**src/rtl/fetch_prefetch_if.sv**
```systemverilog
// Fetch-stage bundle: instruction-memory read port, redirect input and the
// valid/ready instruction stream towards the datapath.
interface fetch_prefetch_if;
  logic        mem_req;
  logic [31:0] mem_addr;
  logic        mem_ack;
  logic [31:0] mem_rdata;
  logic        redirect;
  logic [31:0] redirect_pc;
  logic        inst_valid;
  logic [31:0] inst;
  logic [31:0] inst_pc;
  logic        inst_ready;

  modport master (
    output mem_req, mem_addr, inst_valid, inst, inst_pc,
    input  mem_ack, mem_rdata, redirect, redirect_pc, inst_ready
  );

  modport slave (
    input  mem_req, mem_addr, inst_valid, inst, inst_pc,
    output mem_ack, mem_rdata, redirect, redirect_pc, inst_ready
  );
endinterface

```
**src/rtl/fetch_prefetch_unit.sv**
```systemverilog
// Instruction fetch stage: one-outstanding req/ack reads into a DEPTH-entry
// prefetch FIFO of {pc, word}; redirects flush the FIFO and drop in-flight data.
module fetch_prefetch_unit #(
  parameter int unsigned DEPTH    = 4,
  parameter logic [31:0] RESET_PC = 32'h0000_0000
) (
  input  logic              clk,
  input  logic              reset,
  fetch_prefetch_if.master  bus
);

  localparam int unsigned PTR_W = $clog2(DEPTH);
  localparam int unsigned CNT_W = PTR_W + 1;

  typedef enum logic [1:0] {IDLE = 2'd0, REQ = 2'd1, DROP = 2'd2} state_e;

  state_e             state_q, state_d;
  logic [31:0]        fpc_q, fpc_d;
  logic [31:0]        drop_addr_q, drop_addr_d;
  logic [CNT_W-1:0]   count_q, count_d;
  logic [PTR_W-1:0]   rd_ptr_q, rd_ptr_d;
  logic [PTR_W-1:0]   wr_ptr_q, wr_ptr_d;
  logic [31:0]        fifo_pc_q   [DEPTH];
  logic [31:0]        fifo_pc_d   [DEPTH];
  logic [31:0]        fifo_inst_q [DEPTH];
  logic [31:0]        fifo_inst_d [DEPTH];

  logic               ack_v;
  logic               push;
  logic               pop;
  logic               flush;
  logic [CNT_W-1:0]   count_nx;
  logic [31:0]        new_pc;

  // State register and control flops
  always_ff @(posedge clk) begin
    if (reset) begin
      state_q     <= IDLE;
      fpc_q       <= RESET_PC;
      drop_addr_q <= 32'h0;
      count_q     <= '0;
      rd_ptr_q    <= '0;
      wr_ptr_q    <= '0;
    end else begin
      state_q     <= state_d;
      fpc_q       <= fpc_d;
      drop_addr_q <= drop_addr_d;
      count_q     <= count_d;
      rd_ptr_q    <= rd_ptr_d;
      wr_ptr_q    <= wr_ptr_d;
    end
  end

  // FIFO storage needs no reset: an empty head is masked to zero
  always_ff @(posedge clk) begin
    fifo_pc_q   <= fifo_pc_d;
    fifo_inst_q <= fifo_inst_d;
  end

  // Next-state, fetch PC and FIFO bookkeeping
  always_comb begin
    state_d     = state_q;
    fpc_d       = fpc_q;
    drop_addr_d = drop_addr_q;
    fifo_pc_d   = fifo_pc_q;
    fifo_inst_d = fifo_inst_q;
    new_pc      = bus.redirect_pc & ~32'h3;
    ack_v       = bus.mem_ack && (state_q != IDLE);
    flush       = bus.redirect;
    push        = (state_q == REQ) && ack_v && !bus.redirect;
    pop         = (count_q != '0) && bus.inst_ready && !bus.redirect;
    count_nx    = count_q + CNT_W'(push) - CNT_W'(pop);

    unique case (state_q)
      IDLE: begin
        if (bus.redirect) begin
          fpc_d = new_pc;
        end else if (count_q < CNT_W'(DEPTH)) begin
          state_d = REQ;
        end
      end
      REQ: begin
        if (bus.redirect) begin
          fpc_d = new_pc;
          if (ack_v) begin
            state_d = IDLE;
          end else begin
            // The old read stays on the bus until acked, then is thrown away
            state_d     = DROP;
            drop_addr_d = fpc_q;
          end
        end else if (ack_v) begin
          fpc_d   = fpc_q + 32'd4;
          state_d = (count_nx < CNT_W'(DEPTH)) ? REQ : IDLE;
        end
      end
      DROP: begin
        if (bus.redirect) begin
          fpc_d = new_pc;
        end
        if (ack_v) begin
          state_d = IDLE;
        end
      end
      default: state_d = IDLE;
    endcase

    if (push) begin
      fifo_pc_d[wr_ptr_q]   = fpc_q;
      fifo_inst_d[wr_ptr_q] = bus.mem_rdata;
    end

    if (flush) begin
      count_d  = '0;
      rd_ptr_d = '0;
      wr_ptr_d = '0;
    end else begin
      count_d  = count_nx;
      rd_ptr_d = rd_ptr_q + PTR_W'(pop);
      wr_ptr_d = wr_ptr_q + PTR_W'(push);
    end
  end

  // Outputs decoded from registers only
  always_comb begin
    bus.mem_req    = 1'b0;
    bus.mem_addr   = fpc_q;
    bus.inst_valid = 1'b0;
    bus.inst       = 32'h0;
    bus.inst_pc    = 32'h0;
    if (state_q != IDLE) begin
      bus.mem_req = 1'b1;
    end
    if (state_q == DROP) begin
      bus.mem_addr = drop_addr_q;
    end
    if (count_q != '0) begin
      bus.inst_valid = 1'b1;
      bus.inst       = fifo_inst_q[rd_ptr_q];
      bus.inst_pc    = fifo_pc_q[rd_ptr_q];
    end
  end

endmodule

```
**src/flat_wrapper.sv**
```systemverilog
// flat-port wrapper written by rule: the top's interface ports become plain ports
module fetch_prefetch_unit_flat 
#(
  parameter int unsigned DEPTH    = 4,
  parameter logic [31:0] RESET_PC = 32'h0000_0000
)
  (clk, reset, bus_mem_req, bus_mem_addr, bus_inst_valid, bus_inst, bus_inst_pc, bus_mem_ack, bus_mem_rdata, bus_redirect, bus_redirect_pc, bus_inst_ready);
  fetch_prefetch_if bus_i ();
  input  logic clk;
  input  logic reset;
  output wire logic [$bits(bus_i.mem_req)-1:0] bus_mem_req;
  output wire logic [$bits(bus_i.mem_addr)-1:0] bus_mem_addr;
  output wire logic [$bits(bus_i.inst_valid)-1:0] bus_inst_valid;
  output wire logic [$bits(bus_i.inst)-1:0] bus_inst;
  output wire logic [$bits(bus_i.inst_pc)-1:0] bus_inst_pc;
  input wire logic [$bits(bus_i.mem_ack)-1:0] bus_mem_ack;
  input wire logic [$bits(bus_i.mem_rdata)-1:0] bus_mem_rdata;
  input wire logic [$bits(bus_i.redirect)-1:0] bus_redirect;
  input wire logic [$bits(bus_i.redirect_pc)-1:0] bus_redirect_pc;
  input wire logic [$bits(bus_i.inst_ready)-1:0] bus_inst_ready;
  assign bus_mem_req = bus_i.mem_req;
  assign bus_mem_addr = bus_i.mem_addr;
  assign bus_inst_valid = bus_i.inst_valid;
  assign bus_inst = bus_i.inst;
  assign bus_inst_pc = bus_i.inst_pc;
  assign bus_i.mem_ack = bus_mem_ack;
  assign bus_i.mem_rdata = bus_mem_rdata;
  assign bus_i.redirect = bus_redirect;
  assign bus_i.redirect_pc = bus_redirect_pc;
  assign bus_i.inst_ready = bus_inst_ready;
  fetch_prefetch_unit #(.DEPTH(DEPTH), .RESET_PC(RESET_PC)) u_core (.clk(clk), .reset(reset), .bus(bus_i));
endmodule
```
**config.mk**
```make
export PLATFORM = sky130hd
export DESIGN_NAME = fetch_prefetch_unit_flat
export DESIGN_NICKNAME = d
export VERILOG_FILES = /design/src/rtl/fetch_prefetch_if.sv /design/src/rtl/fetch_prefetch_unit.sv /design/src/flat_wrapper.sv
export SDC_FILE = /design/constraint.sdc
export NUM_CORES = 1
export LEC_CHECK = 0
export ABC_CLOCK_PERIOD_IN_PS = 11300
export CAP_MARGIN = 10
export CORE_ASPECT_RATIO = 1.5
export CORE_MARGIN = 2
export CORE_UTILIZATION = 55
export CTS_CLUSTER_DIAMETER = 150
export DETAILED_ROUTE_END_ITERATION = 10
export MAX_ROUTING_LAYER = met4
export PLACE_DENSITY_LB_ADDON = 0.1
export SYNTH_ARGS = -nofsm -noshare
export SYNTH_HDL_FRONTEND = slang
export SYNTH_SLANG_ARGS = --single-unit
```
**constraint.sdc**
```tcl
create_clock -name clk -period 11.3 [get_ports clk]
set_input_delay 1.695 -clock clk [delete_from_list [all_inputs] [get_ports clk]]
set_output_delay 1.695 -clock clk [all_outputs]
set_load 0.05 [all_outputs]
```
==> metrics.txt <==
antenna-violating nets left 0; clk_skew 11.1 ps; Max Freq 0.193 GHz; WP data arrival 3480 ps; CTS Sinks 317; final core utilization 67.8%; Max VDD drop 0.000115 V; type of origin of the critical path register; drt total wl 27100 microns; setup violators final 0; clock insertion delay at the later pin of the skew report 540 ps; H-tree depth 1; final slew viol count 0; global route overflow 0; Die Height 193 microns; core area 23600 sq um; sequential-to-total area share from yosys stat 67.3%; number of setup buffers added after CTS 0; largest net degree at the start of global routing 66; CTS tree done; Yosys top cell area share 56.7%; Layout Nets 1098; fin area 16000 sq um; Pre-antenna DRT Iters 5; Distinct cells, synth 61; IO buf count 160; Global Route Usage Sum 22.3%; initial core utilization 55.7%; critical path type reg2out; post-CTS resize count 0; CP Capture Type output pin; Fin Setup TNS 0 ps; final worst path period share 45.8%; Synth top cells by count 248 x edfxtp_1, 97 x nand2_1, 69 x dfxtp_1; Power per Cell Area 154 nW/um^2; largest area contributor in the netlist edfxtp_1; Max Root-Sink Buffers 3; first-pass GRT wire length 42400 microns; Post-CTS Hold Fix Bufs 0; Clk pin slew, worst setup/hold paths 60 ps; Syn Inst Count 882; Hold Violations, Final 0; leakage power 5.12 nW; initial DRC count 475; Slew @ Worst Pin 967 ps; Post-DP Area 15000 sq um; R2R depth 6; row count 69; number of remaining DRC errors 0; Hold Path Class reg2reg; Detail Placement HPWL 15700 microns; unrepaired setup endpoints after global routing false; Post-synth EDFFs 248; Inserted Clock Buffers 29; via count 7950; total I/O pin count 167; share of layout cells above drive strength 1 16.3%; hold depth 2; diode count 0; Vias/cell 5.82; Synth Register Bits 317; Area Growth Syn to Fin 21.8%; max_slew headroom 35.5%; Max FO, Critical Path 42; vias in the first global route 7900; root buf cell clkbuf_16; Die Width 130 microns; Avg Synthesized Cell Area 14.9 sq um; Mapped Area 13100 sq um; status completed; Post-synth ARST share 0%; Syn. warnings 0; Max-Cap Viols 0; initial antenna violation count 0; Top FF cell, synth edfxtp_1; top-count cell post-synth edfxtp_1; min Tclk post-route 5180 ps; GPL Wtd Cong 0.840; Avg WL per Cell 19.8 microns; Die Area 25100 sq um; ranking of synthesized cells by area edfxtp_1 57%, mux4_2 11%, dfxtp_1 11%; CP required 9610 ps
==> report_power, final <==
group | switching (mW) | internal, mW | total (mW)
clock network | 0.409 | 0.590 | 0.999
registers | 0.0292 | 1.27 | 1.30
logic | 0.0957 | 0.0676 | 0.163
==> worst paths after layout <==
path	start	end	slack [ps]
hold / removal	u_core.drop_addr_q[30]	u_core.drop_addr_q[30]	450
hold reg to reg	u_core.drop_addr_q[30]	u_core.drop_addr_q[30]	450
setup reg to reg	u_core.state_q[0]	u_core.fifo_inst_q[54]	7980
setup / recovery	u_core.rd_ptr_q[0]	bus_inst_pc[15]	6120
==> placed cells by master (no fill, tap or decap), types with 4 or more instances in the layout <==
master	n
mux2_2	29
inv_1	6
clkinv_1	5
o21ai_0	27
a311oi_1	5
a31oi_1	8
and2_1	65
clkbuf_16	29
bufinv_16	5
buf_4	13
nor2_1	24
clkdlybuf4s50_1	159
a211oi_1	11
clkbuf_1	6
dfxtp_1	67
xor2_1	4
and3_1	4
nor3_1	12
conb_1	4
nand2_1	97
mux4_2	62
nand3_1	16
or2_2	4
nand4_1	8
edfxtp_1	248
a21oi_1	50
==> flip-flops by register name, indices dropped and copies added (netlist names) <==
register	flops
u_core.count_q	3
u_core.fifo_pc_q	120
u_core.fifo_inst_q	128
u_core.drop_addr_q	30
u_core.rd_ptr_q	2
u_core.fpc_q	30
u_core.wr_ptr_q	2
u_core.state_q	2
==> cell families after synthesis <==
family	share of synthesized area (%)
AND/OR/NAND/NOR	10.6
XOR/XNOR	0.334
AO/OA/AOI/OAI	6.02
buffers and inverters	2.21
other	0.0286
multiplexers	13.1
adder cells (fa/ha/maj)	0.439
flip-flops	67.3
==> cell type report <==
type / instances / area [sq um]
Sequential cell: 317 / 8830
Multi-Input combinational cell: 498 / 4070
Fill cell: 1665 / 7580
Inverter: 6 / 22.5
Tap cell: 319 / 399
Clock inverter: 16 / 205
Timing Repair Buffer: 173 / 1690
Clock buffer: 36 / 762
==> critical path, stage by stage (launching register included) <==
cell and delay, ps:
dfxtp_4 650, buf_4 760, mux4_2 590, and2_1 180
clkdlybuf4s50_1 740
==> routing by layer <==
metal / vias up / track usage, % / wire length [microns]
li1: 3658 / - / -
met1: 4008 / 28.8 / 11400
met2: 233 / 37.6 / 13700
met3: 51 / 2.59 / 1330
met4: 0 / 6.49 / 640
met5: - / - / 0
==> per-stage QoR <==
stage                     cells  hold slack, ps  power [mW]  setup slack (ps)
after global routing       1365             471        2.55              5850
after CTS                  1365             455        2.49              6000
after detailed placement   1313             446        1.49              6160
final                      1365             451        2.47              6120
after global placement     1313             438        1.49              6100
after floorplan             885             433        1.42              2310
(Power assumes the default switching activity.)
==> edit (same settings) <==
Re-encode `state_e` (3 states) as one-hot, 3 bits wide.
--- a/src/rtl/fetch_prefetch_unit.sv
+++ b/src/rtl/fetch_prefetch_unit.sv
@@ -12,7 +12,7 @@
   localparam int unsigned PTR_W = $clog2(DEPTH);
   localparam int unsigned CNT_W = PTR_W + 1;
 
-  typedef enum logic [1:0] {IDLE = 2'd0, REQ = 2'd1, DROP = 2'd2} state_e;
+  typedef enum logic [2:0] {IDLE = 3'b001, REQ = 3'b010, DROP = 3'b100} state_e;
 
   state_e             state_q, state_d;
   logic [31:0]        fpc_q, fpc_d;
Formal check against the unedited RTL: same outputs for any inputs over 4 cycles, from zero or initial values and one cycle with reset high; so few cycles prove little.
==> edit against the original RTL <==
  * Global-route usage fell by 0.24 points
  * Die area is 0.58% higher
  * Sequential cell count is 1 higher
  * Synthesized cell count is the same
  * Setup slack improved by 9.3 ps
  * Routed wire length decreased by 1.3%
  * Area after synthesis is 0.59% higher
  * First-iteration DRC count is 17% lower
  * Final area grew 0.42%
  * Power about the same
  * Critical endpoint is now bus_inst_pc[14]
==> edit: results (changes against the original RTL) <==
{
  "yosysSeqAreaShare": {"value": 67.02, "unit": "%", "change": "-0.24 points"},
  "netlist_top_cells_count": "sky130_fd_sc_hd__edfxtp_1 (248), sky130_fd_sc_hd__nand2_1 (86), sky130_fd_sc_hd__and2_1 (72), sky130_fd_sc_hd__dfxtp_1 (70), sky130_fd_sc_hd__mux4_2 (62)",
  "p_int": {"value": 1.936, "unit": "mW", "change": "+0.25%"},
  "dp_slack": {"value": 6568, "unit": "ps", "change": "+411.8 ps"},
  "post_drt_wl_per_cell": {"value": 19.55, "unit": "um", "change": "-1.4%"},
  "cts.root.buffer_cell": "sky130_fd_sc_hd__clkbuf_16",
  "syn-instance-count": {"value": 882, "change": "unchanged"},
  "clockBufferDepth": {"value": 3, "change": "unchanged"},
  "dpl_wire_length": {"value": 15900, "unit": "um", "change": "+1.4%"},
  "grt_start_max_net_pins": {"value": 71, "change": "+7.6%"},
  "vdd.ir_drop.worst": {"value": 0.0001268, "unit": "V", "change": "+10%"},
  "grt_first_pass_wirelength": {"value": 42520, "unit": "um", "change": "+0.37%"},
  "regToRegSetupSlack": {"value": 8310, "unit": "ps", "change": "+330 ps"},
  "crit_path_max_fo": {"value": 40, "change": "-4.8%"},
  "drt_pass1_iterations": {"value": 7, "change": "+2"},
  "synth_area_leaders": "sky130_fd_sc_hd__edfxtp_1 (56%), sky130_fd_sc_hd__dfxtp_1 (11%), sky130_fd_sc_hd__mux4_2 (11%)",
  "groute.usage.overall": {"value": 22.06, "unit": "%", "change": "-0.24 points"},
  "routed-via-count": {"value": 7839, "change": "-1.4%"},
  "place_congestion": {"value": 0.8212, "change": "-2.2%"},
  "fillCellCount": {"value": 1697, "change": "+1.9%"},
  "via_per_inst": {"value": 5.734, "change": "-1.5%"},
  "finish.net_count": {"value": 1099, "change": "+0.091%"},
  "drtIter0Drc": {"value": 392, "change": "-17%"},
  "clock_skew": {"value": 15.26, "unit": "ps", "change": "+4.117 ps"},
  "yosys_warnings": {"value": 0, "change": "unchanged"},
  "post_cts_resized": {"value": 0, "change": "unchanged"},
  "diodes": {"value": 0, "change": "unchanged"},
  "post-route-min-period": {"value": 5166, "unit": "ps", "change": "-9.340 ps"},
  "fraction_of_registers_with_async_set_reset": {"value": 0, "unit": "%", "change": "unchanged"},
  "finalHoldWorstSlack": {"value": 451.9, "unit": "ps", "change": "+0.8310 ps"},
  "top_regs": "u_core.fifo_inst_q x128, u_core.fifo_pc_q x120",
  "synth_edf_count": {"value": 248, "change": "unchanged"},
  "power.leakage": {"value": 5.173, "unit": "nW", "change": "+1.1%"},
  "worst_ep_arrival_time": {"value": 3470, "unit": "ps", "change": "about the same"},
  "total_instance_count_after_detailed_placement": {"value": 1314, "change": "+0.076%"},
  "via_count_of_the_first_global_routing_pass": {"value": 8080, "change": "+2.3%"},
  "slew-limit-headroom": {"value": 22.88, "unit": "%", "change": "-13 points"},
  "hold_path_class": "reg -> reg",
  "outcome": "completed",
  "final_layout_size_suffix_gt1_share": {"value": 15.84, "unit": "%", "change": "-0.51 points"}
}
-- edit: changes by cell type after synthesis, sizes merged, moves of 4 or more --
cell / before / now
nand2: 97 / 86
a22oi: 3 / 11
buf: 19 / 24
clkbuf: 45 / 37
o211ai: 0 / 9
and2: 67 / 72
a211oi: 11 / 4
o32ai: 0 / 4
-- edit: metrics by stage --
| step | utilization (%) | area (um2) |
|---|---|---|
| after floorplan | - | 13210 |
| after global placement | 63.68 | 15060 |
| after detailed placement | 63.68 | 15060 |
| after CTS | 67.87 | 16050 |
| after global routing | 67.87 | 16050 |
| final | 67.87 | 16050 |
-- edit: path summary, 6_finish.rpt --
kind,from,to,depth (start not counted)
max,u_core.rd_ptr_q[0],bus_inst_pc[14],4
min,u_core.drop_addr_q[31],u_core.drop_addr_q[31],2
max reg2reg,u_core.count_q[1],u_core.state_q[0],12
min reg2reg,u_core.drop_addr_q[31],u_core.drop_addr_q[31],2
-- edit: power groups by stage --
| stage | Clock [mW] | Combinational (mW) | Sequential [mW] |
|---|---|---|---|
| after floorplan | 0 | 0.0975 | 1.32 |
| after global placement | 0 | 0.152 | 1.33 |
| after detailed placement | 0 | 0.153 | 1.33 |
| after CTS | 1.03 | 0.154 | 1.30 |
| after global routing | 1.08 | 0.164 | 1.31 |
| final | 1.01 | 0.153 | 1.31 |
-- edit: metal layers --
layer	wire (um)	vias to the layer above	track usage, %
met5	0	-	-
met4	545	0	6.068
met3	1198	39	2.483
met2	13770	207	37.35
met1	11200	3924	28.33
li1	-	3669	-
-- edit: final cells by class --
class                           count  share of cell area [%]
Sequential cell                   318                   55.15
Timing Repair Buffer              171                   10.46
Inverter                            7                  0.1637
Clock buffer                       35                   4.785
Tap cell                          319                   2.486
Clock inverter                     18                   1.387
Multi-Input combinational cell    499                   25.57
-- edit: cell families (layout without fill, tap and decap cells) --
| family | after synthesis | count (layout) | synth area share (%) |
|---|---|---|---|
| and+or+nand+nor | 267 | 267 | 11.01 |
| adders and majority gates | 4 | 4 | 0.4360 |
| buffers and inverters | 68 | 231 | 2.189 |
| DFF | 318 | 318 | 67.02 |
| AOI/OAI and AO/OA | 130 | 130 | 6.122 |
| muxes | 88 | 88 | 12.79 |
| xor gates and xnor gates | 6 | 6 | 0.3981 |
| other | 1 | 4 | 0.02840 |
-- edit: worst max-delay path: stages (launching register included) --
cell	delay [ps]
sky130_fd_sc_hd__dfxtp_4	680
sky130_fd_sc_hd__buf_4	730
sky130_fd_sc_hd__mux4_2	590
sky130_fd_sc_hd__and2_1	210
sky130_fd_sc_hd__clkdlybuf4s50_1	710
